--- config.mk ---
export PLATFORM = sky130hd
export DESIGN_NAME = hps_batch_dispatcher
export DESIGN_NICKNAME = d
export VERILOG_FILES = /design/src/rtl/hps_batch_dispatcher.sv
export SDC_FILE = /design/constraint.sdc
export NUM_CORES = 1
export LEC_CHECK = 0
export CORE_ASPECT_RATIO = 0.5
export CORE_UTILIZATION = 45
export CTS_BUF_LIST = sky130_fd_sc_hd__clkbuf_8
export DETAILED_ROUTE_END_ITERATION = 7
export PLACE_DENSITY = 0.85
export REMOVE_ABC_BUFFERS = 1
export SYNTH_ARGS = -nofsm -noshare
export SYNTH_HDL_FRONTEND = slang
export SYNTH_SLANG_ARGS = --single-unit
--- constraint.sdc ---
create_clock -name clock -period 2.8 [get_ports clock]
set_clock_uncertainty 0.05 [all_clocks]
set_input_delay 0.7 -clock clock [delete_from_list [all_inputs] [get_ports clock]]
set_output_delay 0.7 -clock clock [all_outputs]
set_load 0.02 [all_outputs]
--- src/rtl/hps_batch_dispatcher.sv ---
// hps_batch_dispatcher: polls an SRAM mailbox, dispatches (x,y,val) entries to column
// units over req/ack with range checks and timeout, then writes status and clears the flag.
module hps_batch_dispatcher #(
  parameter int ADDR_W   = 8,
  parameter int NUM_COLS = 100,
  parameter int NUM_ROWS = 480,
  parameter int X_W      = 10,
  parameter int Y_W      = 10,
  parameter int VAL_W    = 8,
  parameter int READ_LAT = 2,
  parameter int TIMEOUT  = 1023
) (
  input  logic                clock,
  input  logic                reset,
  output logic [ADDR_W-1:0]   sram_address,
  output logic                sram_write,
  output logic [31:0]         sram_writedata,
  input  logic [31:0]         sram_readdata,
  output logic [NUM_COLS-1:0] col_select,
  output logic [Y_W-1:0]      row_select,
  output logic [VAL_W-1:0]    val_out,
  input  logic [NUM_COLS-1:0] return_sig,
  output logic                busy,
  output logic                batch_done
);
  localparam int LW = READ_LAT > 1 ? $clog2(READ_LAT) : 1;
  localparam int TW = $clog2(TIMEOUT + 1);
  localparam logic [ADDR_W:0] MAX_ENT = (ADDR_W+1)'((1 << ADDR_W) - 3);
  typedef enum logic [3:0] {
    IDLE, WAIT_F, CHECK_F, RD_CNT, WAIT_C, RD_ENT, WAIT_E, CHECK_E, DISPATCH, NEXT, WR_STAT, WR_CLR
  } state_t;
  state_t state, state_n;
  logic [LW-1:0] wcnt, wcnt_n;
  logic [31:0] rdat, rdat_n;
  logic [ADDR_W-1:0] n, n_n, idx, idx_n, addr_n;
  logic [TW-1:0] timer, timer_n;
  logic [15:0] c_done, c_done_n;
  logic [7:0] c_rerr, c_rerr_n, c_to, c_to_n;
  logic [NUM_COLS-1:0] col_n;
  logic [Y_W-1:0] row_n;
  logic [VAL_W-1:0] val_n;
  logic busy_n, rd_last;
  logic [X_W-1:0] ex;
  logic [Y_W-1:0] ey;
  logic [VAL_W-1:0] ev;
  logic [ADDR_W:0] raw_n;
  logic [ADDR_W-1:0] cnt_n;
  assign ex = rdat[20 +: X_W];
  assign ey = rdat[8 +: Y_W];
  assign ev = rdat[0 +: VAL_W];
  assign rd_last = wcnt == LW'(READ_LAT - 1);
  assign raw_n = sram_readdata[ADDR_W:0];
  assign cnt_n = raw_n > MAX_ENT ? MAX_ENT[ADDR_W-1:0] : raw_n[ADDR_W-1:0];
  always_comb begin
    state_n = state;
    wcnt_n = '0;
    rdat_n = rdat;
    n_n = n;
    idx_n = idx;
    timer_n = timer;
    c_done_n = c_done;
    c_rerr_n = c_rerr;
    c_to_n = c_to;
    col_n = col_select;
    row_n = row_select;
    val_n = val_out;
    busy_n = busy;
    case (state)
      IDLE: state_n = WAIT_F;
      WAIT_F, WAIT_C, WAIT_E: begin
        wcnt_n = rd_last ? '0 : wcnt + LW'(1);
        rdat_n = rd_last ? sram_readdata : rdat;
        n_n = (rd_last && state == WAIT_C) ? cnt_n : n;
        if (rd_last)
          state_n = state == WAIT_F ? CHECK_F : state == WAIT_E ? CHECK_E :
                    cnt_n == '0 ? WR_STAT : RD_ENT;
      end
      CHECK_F: begin
        state_n = rdat == '0 ? IDLE : RD_CNT;
        busy_n = rdat != '0;
        c_done_n = '0;
        c_rerr_n = '0;
        c_to_n = '0;
      end
      RD_CNT: begin
        state_n = WAIT_C;
        idx_n = '0;
      end
      RD_ENT: state_n = WAIT_E;
      CHECK_E: begin
        if (32'(ex) >= NUM_COLS || 32'(ey) >= NUM_ROWS) begin
          c_rerr_n = c_rerr + 8'(c_rerr != '1);
          state_n = NEXT;
        end else begin
          col_n = NUM_COLS'(1) << ex;
          row_n = ey;
          val_n = ev;
          timer_n = '0;
          state_n = DISPATCH;
        end
      end
      DISPATCH: begin
        // only the selected column's acknowledge can match
        if ((return_sig & col_select) != '0) begin
          col_n = '0;
          c_done_n = c_done + 16'(c_done != '1);
          state_n = NEXT;
        end else if (timer == TW'(TIMEOUT)) begin
          col_n = '0;
          c_to_n = c_to + 8'(c_to != '1);
          state_n = NEXT;
        end else timer_n = timer + TW'(1);
      end
      NEXT: begin
        idx_n = idx + ADDR_W'(1);
        state_n = idx + ADDR_W'(1) == n ? WR_STAT : RD_ENT;
      end
      WR_STAT: state_n = WR_CLR;
      WR_CLR: begin
        busy_n = 1'b0;
        state_n = IDLE;
      end
      default: state_n = IDLE;
    endcase
    addr_n = state_n == WAIT_C ? ADDR_W'(1) :
             state_n == WAIT_E ? idx + ADDR_W'(2) :
             state_n == WR_STAT ? '1 :
             (state_n == WAIT_F || state_n == WR_CLR) ? '0 : sram_address;
  end
  // all outputs are registered from the next state so they line up with the state they belong to
  always_ff @(posedge clock or negedge reset) begin
    if (!reset) begin
      state <= IDLE;
      wcnt <= '0;
      rdat <= '0;
      n <= '0;
      idx <= '0;
      timer <= '0;
      c_done <= '0;
      c_rerr <= '0;
      c_to <= '0;
      sram_address <= '0;
      sram_write <= 1'b0;
      sram_writedata <= '0;
      col_select <= '0;
      row_select <= '0;
      val_out <= '0;
      busy <= 1'b0;
      batch_done <= 1'b0;
    end else begin
      state <= state_n;
      wcnt <= wcnt_n;
      rdat <= rdat_n;
      n <= n_n;
      idx <= idx_n;
      timer <= timer_n;
      c_done <= c_done_n;
      c_rerr <= c_rerr_n;
      c_to <= c_to_n;
      sram_address <= addr_n;
      sram_write <= state_n == WR_STAT || state_n == WR_CLR;
      sram_writedata <= state_n == WR_STAT ? {c_to, c_rerr, c_done} : '0;
      col_select <= col_n;
      row_select <= row_n;
      val_out <= val_n;
      busy <= busy_n;
      batch_done <= state_n == WR_CLR;
    end
  end
endmodule

==> results.py, run 1 <==
metrics = {
    "outcome": {
        "status": "complete, but fails checks",
        "violations": "setup timing",
    },
    "setup_path": {
        "critPathLaunchType": "primary input",
        "r2r_end": "timer[6]",
        "critPathMaxFanout": 3,
        "end_kind": "register",
        "crit_chain": "clkdlybuf4s50_1 > a221oi_2 > nand3_1 > or4_4 > o31a_1 > buf_6 > or4_4 > xor2_1 > a21oi_1",
        "regToRegStartpoint": "col_select[36]",
        "crit_path_max_incr_delay_ns": 0.61,
        "critPathKind": "in2reg",
        "path_common_cell": "or4_4",
        "cp-startpoint": "return_sig[73]",
        "critPathSlowestCell": "or4_4",
        "required_ns": 3.16,
        "reg2reg_depth": 9,
        "crit_arrival_ns": 3.57,
        "reg2reg_setup_slack_ns": -0.37,
        "crit_buf_inv": 2,
        "critPathTopFamily": "simple AND/OR/NAND/NOR gates",
    },
    "die": {
        "fp.coreArea_sq_um": 25390,
        "dieArea_sq_um": 26760,
        "row_count": 41,
        "ios": 295,
        "die_w_um": 230.3,
        "fp.dieH_um": 116.2,
        "initial_core_util_pct": 46.19,
    },
    "clock_tree": {
        "cts_root_buffer": "clkbuf_8",
        "clock_latency_ns": 0.55,
        "path_clk_slew_ns": 0.07,
        "clock-sinks": 256,
        "h-tree-depth": 2,
        "clk_path_buf_depth": 3,
        "cts_buffers": 39,
        "cts_tree": "built",
    },
    "layout": {
        "syn_to_final_growth_pct": 54.38,
        "regArea_sq_um": 6409,
        "drive_gt1_share_pct": 25.88,
        "n_fill_cell": 1725,
        "fin_cells": 1929,
        "multi_input_comb_area_sq_um": 5630,
        "nets": 1698,
        "fin_util_pct": 71.31,
    },
    "synthesis": {
        "synth_area_sq_um": 11730,
        "synth.distinct_cells": 68,
        "yosys.area.top_type": "dfrtp_1",
        "synthTopCellsByCount": "dfrtp_1 (256), nand2_1 (175), o31ai_1 (94)",
        "synth-seq-cells": 256,
        "synth-async-reset-ratio_pct": 100.0,
        "synthTopCellsByArea": "dfrtp_1 (55%), o31ai_1 (6.0%), nand2_1 (5.6%), mux2_2 (3.9%), nor2_1 (2.0%)",
        "synth-seq-area-share_pct": 54.61,
        "yosys_warnings": 0,
        "netlist.area_leader.share_pct": 54.61,
        "netlist_instances": 1103,
        "post-synth-top-count-cell": "dfrtp_1",
        "synthFlopType": "dfrtp_1",
        "synth-edff-count": 0,
        "syn_avg_cell_area_sq_um": 10.63,
    },
    "route": {
        "drc": 0,
        "final_antenna_net_count": 0,
        "vias": 11690,
        "routedWlPerCell_um": 23.22,
        "routed_wl_um": 44780,
        "firstDrtPassIters": 7,
        "drt_iter0_drc": 1176,
        "post_drt_via_cell_ratio": 6.060,
    },
    "placement": {
        "dp.cells": 1831,
        "dpl_worst_slack_ns": -1.174,
        "port_buffers": 294,
        "hpwl_um": 30000,
        "gp_congestion": 1.029,
    },
    "sta": {
        "rsz0062_at_grt": "yes",
        "timing.fmax_mhz": 312.0,
        "min_period_ns": 3.205,
        "finalHoldViolations": 0,
        "tightest_slew_ns": 0.9436,
        "maxSlewViolCount": 0,
        "worst_slack_ns": -0.4053,
        "min_period_over_period_pct": 114.5,
        "slew_headroom_pct": 37.09,
        "finalSetupViolCount": 184,
    },
    "grt": {
        "grt_usage_pct": 29.95,
        "grt_pass1_vias": 10940,
        "grt_pass1_wl_um": 61130,
        "grt.overflow.total": 0,
        "antenna_found_initial": 3,
        "grt_max_degree": 72,
    },
    "flow_run": {
        "maxCapViolCount": 0,
    },
    "pwr": {
        "ir_worst_vdd_mv": 0.7237,
        "p_per_area_nw_per_um2": 1059,
        "power_leakage_nw": 8.025,
        "p_total_mw": 19.17,
    },
    "hold_path": {
        "hold_class": "in2async",
    },
}
-- worst reg2reg max path, stage by stage (launching register included) --
cell and delay, ns:
dfrtp_1 0.45, a22o_1 0.26, a221oi_2 0.24, nand3_1 0.19, or4_4 0.61, o31a_1 0.35
buf_6 0.14, or4_4 0.43, xor2_1 0.24, a21oi_1 0.08
-- state kept, by name, summed over array words and instances, names as in the netlist --
register        flops
col_select        100
rdat               32
sram_writedata     32
c_done             16
row_select         10
timer              10
c_rerr              8
c_to                8
idx                 8
n                   8
sram_address        8
val_out             8
state               4
batch_done          1
busy                1
rd_last             1
sram_write          1
-- power breakdown --
part	internal, mW	switching (mW)
combinational	4.58	4.94
sequential	4.96	1.23
clock	1.88	1.59
-- layout by cell type, fill, tap and decap left out, types with 9 or more instances in the layout --
master / netlist / layout
nor2_1: 61 / 60
and3_1: 10 / 10
clkbuf_16: 0 / 9
a22oi_1: 28 / 24
nand2_2: 0 / 15
dlygate4sd2_1: 0 / 43
nand2b_1: 16 / 14
buf_6: 1 / 12
a22o_1: 13 / 13
and2_1: 33 / 26
nand2_4: 1 / 13
o21ai_0: 24 / 20
o31ai_1: 94 / 73
o31ai_4: 0 / 10
o41ai_1: 14 / 10
buf_4: 0 / 138
nor4_1: 13 / 13
clkbuf_8: 0 / 49
mux2_2: 41 / 39
a21oi_1: 13 / 13
nand2_1: 175 / 149
clkinv_2: 0 / 10
a221oi_2: 0 / 11
xnor2_1: 20 / 20
buf_12: 0 / 11
ha_1: 9 / 9
mux2_4: 9 / 11
inv_1: 16 / 20
dfrtp_1: 256 / 254
nand3_1: 29 / 28
o31ai_2: 1 / 12
clkdlybuf4s50_1: 0 / 248
xor2_1: 23 / 22
nand4_1: 28 / 28
-- routing by layer --
metal / wire length (um) / track usage (%) / vias up
li1: - / - / 4949
met1: 16890 / 38.68 / 5795
met2: 21400 / 49.56 / 747
met3: 4261 / 6.323 / 195
met4: 2180 / 13.11 / 4
met5: 50 / 0 / -
-- kinds of logic after synthesis --
family                   synth area share, %
adder cells (fa/ha/maj)               0.9600
AND/OR/NAND/NOR                        17.48
AO/OA/AOI/OAI                          15.66
multiplexers                           5.173
buffers and inverters                  2.901
flip-flops                             54.61
XOR/XNOR                               3.211
-- worst max-delay path by stage --
stage	endpoint	slack, ns	cells past startpoint
final	timer[6]	-0.41	9
after global routing	timer[6]	-0.42	9
after CTS	val_out[2]	-0.17	10
after detailed placement	row_select[7]	-1.17	10
after global placement	timer[6]	-1.12	10
after floorplan	col_select[0]	-3.81	7
-- through the flow --
step	TNS, ns	hold slack (ns)	cell area, sq um
after floorplan	-420.72	0.3544	11450
final	-38.25	0.05529	18110
after global routing	-43.69	0.09559	18110
after detailed placement	-190.00	0.4447	16120
after CTS	-12.46	0.08363	17250
after global placement	-183.08	0.4249	16120
-- final cells by class --
type	instances	share of cell area [%]
flip-flops and latches	256	35.39
repair buffers	472	26.04
inverters	16	0.3317
diodes	1	0.01382
well taps	344	2.377
clock inverters	21	1.030
clock buffers	49	3.724
multi-input cells	770	31.09
-- timing repair --
item / 4_1_cts / 5_1_grt
setup endpoints to repair: 193 / 192
buffers inserted: 3 / 11
hold buffers: 0 / 0
cloned: 4 / 13
gates resized for setup: 83 / 117
pin swaps: 24 / 38
(Power assumes the default switching activity.)
==> run 2: changes to the inputs <==
--- a/config.mk
+++ b/config.mk
@@ -9,8 +9,7 @@
 export CORE_UTILIZATION = 45
 export CTS_BUF_LIST = sky130_fd_sc_hd__clkbuf_8
 export DETAILED_ROUTE_END_ITERATION = 7
-export PLACE_DENSITY = 0.85
-export REMOVE_ABC_BUFFERS = 1
+export PLACE_DENSITY = 0.82
 export SYNTH_ARGS = -nofsm -noshare
 export SYNTH_HDL_FRONTEND = slang
 export SYNTH_SLANG_ARGS = --single-unit
==> constraint.sdc (replaced) <==
create_clock -name clock -period 3.3 [get_ports clock]
set_clock_uncertainty 0.05 [all_clocks]
set_input_delay 0.825 -clock clock [delete_from_list [all_inputs] [get_ports clock]]
set_output_delay 0.825 -clock clock [all_outputs]
set_load 0.02 [all_outputs]
==> run 2 against run 1 <==
Net effect:
- the flow still finishes with violations (setup timing)
- flip-flop and latch count unchanged
- first-iteration DRC count down 26%
- power down 23%
- combinational power down 34%
- setup slack better by 0.39 ns
- sequential share of layout area up 3.1 points
- wire length down 15%
- die area unchanged
- global-route usage down 2.1 points
- sequential power down 11%
- core utilization down 5.8 points
==> results.py, run 2 (synthesis gave the netlist of run 1 again) <==
metrics = {
    "setup_path": {
        "critPathTopFamily": "simple AND/OR/NAND/NOR gates",
        "reg2reg_setup_slack_ns": 0.12,
        "r2r_end": "row_select[5]",
        "crit_chain": "clkdlybuf4s50_1 > a22oi_2 > nand4_1 > or3_1 > or4_4 > o31a_1 > buf_4 > nor2_4 > buf_12 > nand2_4 > mux2_4",
        "reg2reg_depth": 10,
        "crit_buf_inv": 3,
        "cp-endpoint": "row_select[5]",
        "required_ns": 3.68,
        "crit_path_max_incr_delay_ns": 0.60,
        "critPathMaxFanout": 4,
        "critPathSlowestCell": "or4_4",
        "regToRegStartpoint": "col_select[45]",
        "crit_arrival_ns": 3.70,
        "cp-startpoint": "return_sig[91]",
        "critPathLaunchType": "primary input",
        "end_kind": "register",
        "critPathKind": "in2reg",
        "path_depth": 11,
    },
    "placement": {
        "port_buffers": 294,
        "gp_congestion": 0.8914,
        "hpwl_um": 27550,
        "placed_area_sq_um": 15360,
    },
    "sta": {
        "min_period_over_period_pct": 100.6,
        "timing.fmax_mhz": 301.2,
        "finalHoldViolations": 0,
        "finalSetupViolCount": 8,
        "fin_tns_setup_ns": -0.08352,
        "maxSlewViolCount": 0,
        "worst_slack_ns": -0.02033,
        "min_period_ns": 3.320,
        "tightest_slew_ns": 0.8344,
        "slew_headroom_pct": 44.04,
    },
    "layout": {
        "n_antenna_cell": 0,
        "layout_commonest_cell": "clkdlybuf4s50_1",
        "reg_top3": "col_select x100, rdat x32, sram_writedata x32",
        "fin_util_pct": 65.48,
        "postLayoutCellArea_sq_um": 16630,
        "mostFrequentLayoutCells": "clkdlybuf4s50_1 (273), dfrtp_1 (256), nand2_1 (174)",
        "drive_gt1_share_pct": 15.57,
        "n_fill_cell": 1890,
        "syn_to_final_growth_pct": 41.75,
        "max_flop_register": "col_select",
        "nets": 1588,
        "largest_reg_flops": 100,
    },
    "grt": {
        "grt_pass1_wl_um": 57860,
        "grt_pass1_vias": 10420,
        "grt_max_degree": 90,
        "grt.overflow.total": 0,
        "antenna_found_initial": 1,
        "grt_usage_pct": 27.84,
    },
    "pwr": {
        "power_leakage_nw": 7.260,
        "combPwrFrac_pct": 43.0,
        "p_total_mw": 14.68,
        "clock_power_share_pct": 19.5,
        "seq_power_share_pct": 37.6,
        "ir_worst_vdd_mv": 0.4911,
        "p_per_area_nw_per_um2": 882.8,
        "p_sw_mw": 5.866,
        "intPower_mw": 8.813,
        "swShare_pct": 39.96,
    },
    "clock_tree": {
        "h-tree-depth": 2,
        "cts_hold_buf": 0,
        "cts_buffers": 40,
        "cts_tree": "built",
        "path_clk_slew_ns": 0.07,
        "cts_root_buffer": "clkbuf_8",
        "clk_path_buf_depth": 3,
        "clock-sinks": 256,
        "clock_latency_ns": 0.56,
    },
    "route": {
        "routedWlPerCell_um": 21.03,
        "drt_iter0_drc": 865,
        "routed_wl_um": 38160,
        "firstDrtPassIters": 5,
        "final_antenna_net_count": 0,
        "post_drt_via_cell_ratio": 5.878,
        "vias": 10670,
        "drc": 0,
    },
    "die": {
        "row_count": 41,
        "dieArea_sq_um": 26760,
        "fp.coreArea_sq_um": 25390,
        "fp.dieH_um": 116.2,
        "initial_core_util_pct": 46.19,
        "die_w_um": 230.3,
        "ios": 295,
    },
    "hold_path": {
        "hold_class": "in2async",
    },
    "outcome": {
        "status": "complete, but fails checks",
        "violations": "setup timing",
    },
    "synthesis": {
        "synth_fp_nets": 1246,
    },
    "flow_run": {
        "maxCapViolCount": 0,
    },
}
## run 2: changes by cell type in the layout (fill, tap and decap cells not counted), sizes merged, moves of 4 or more
cell / change
clkdlybuf4s50: +25
dlymetal6s2s: +18
clkbuf: -8
inv: +4
buf: -102
dlygate4sd2: -43
## run 2: layer usage
metal,share of wire [%],track usage [%]
met1,42,36.70
met5,0.029,0
met4,2.5,9.007
met3,7.6,6.470
met2,48,46.12
## run 2: power by group through the flow
stage,clock [mW],combinational (mW),sequential [mW]
floorplan,0,2.49,5.86
global placement,0,5.96,5.43
detailed placement,0,6.11,5.47
CTS,2.89,6.17,5.45
global route,3.04,6.72,5.63
finish,2.86,6.31,5.52
## run 2: repair_timing
action,CTS,global route
gates resized for setup,6,57
setup endpoints to repair,123,94
pin swaps,3,31
cloned,0,4
setup buffers,0,11
## run 2: worst register-to-register path: cells and delay by family (launching register included)
kind,cells,cell delay (ns)
compound gates,2,0.56
buf+inv,2,0.31
flops,1,0.46
mux,1,0.31
simple gates,5,1.38
## run 2: worst min-delay path by stage
stage / from / endpoint / slack, ns / cells past startpoint
after global placement: row_select[9] / row_select[9] / 0.42 / 1
after detailed placement: row_select[9] / row_select[9] / 0.43 / 1
after CTS: reset / idx[2] / 0.23 / 1
after global routing: reset / idx[2] / 0.25 / 1
after floorplan: rd_last / rd_last / 0.41 / 1
final: reset / idx[2] / 0.21 / 1
## run 2: per-stage QoR
step / cells / setup slack (ns) / hold WS [ns]
after global routing: 1815 / -0.08205 / 0.2533
after detailed placement: 1732 / -0.7881 / 0.4267
final: 1815 / -0.02033 / 0.2069
after CTS: 1800 / 0.01609 / 0.2283
after global placement: 1732 / -0.6734 / 0.4209
after floorplan: 1103 / 0.08282 / 0.4098
## run 2: layout make-up
class / instances / area (sq um) / share of cell area [%]
Multi-Input combinational cell: 769 / 5199 / 31.27
Tap cell: 344 / 430.4 / 2.589
Inverter: 16 / 60.06 / 0.3612
Clock buffer: 48 / 660.6 / 3.973
Clock inverter: 20 / 171.4 / 1.031
Sequential cell: 256 / 6406 / 38.53
Timing Repair Buffer: 362 / 3700 / 22.25
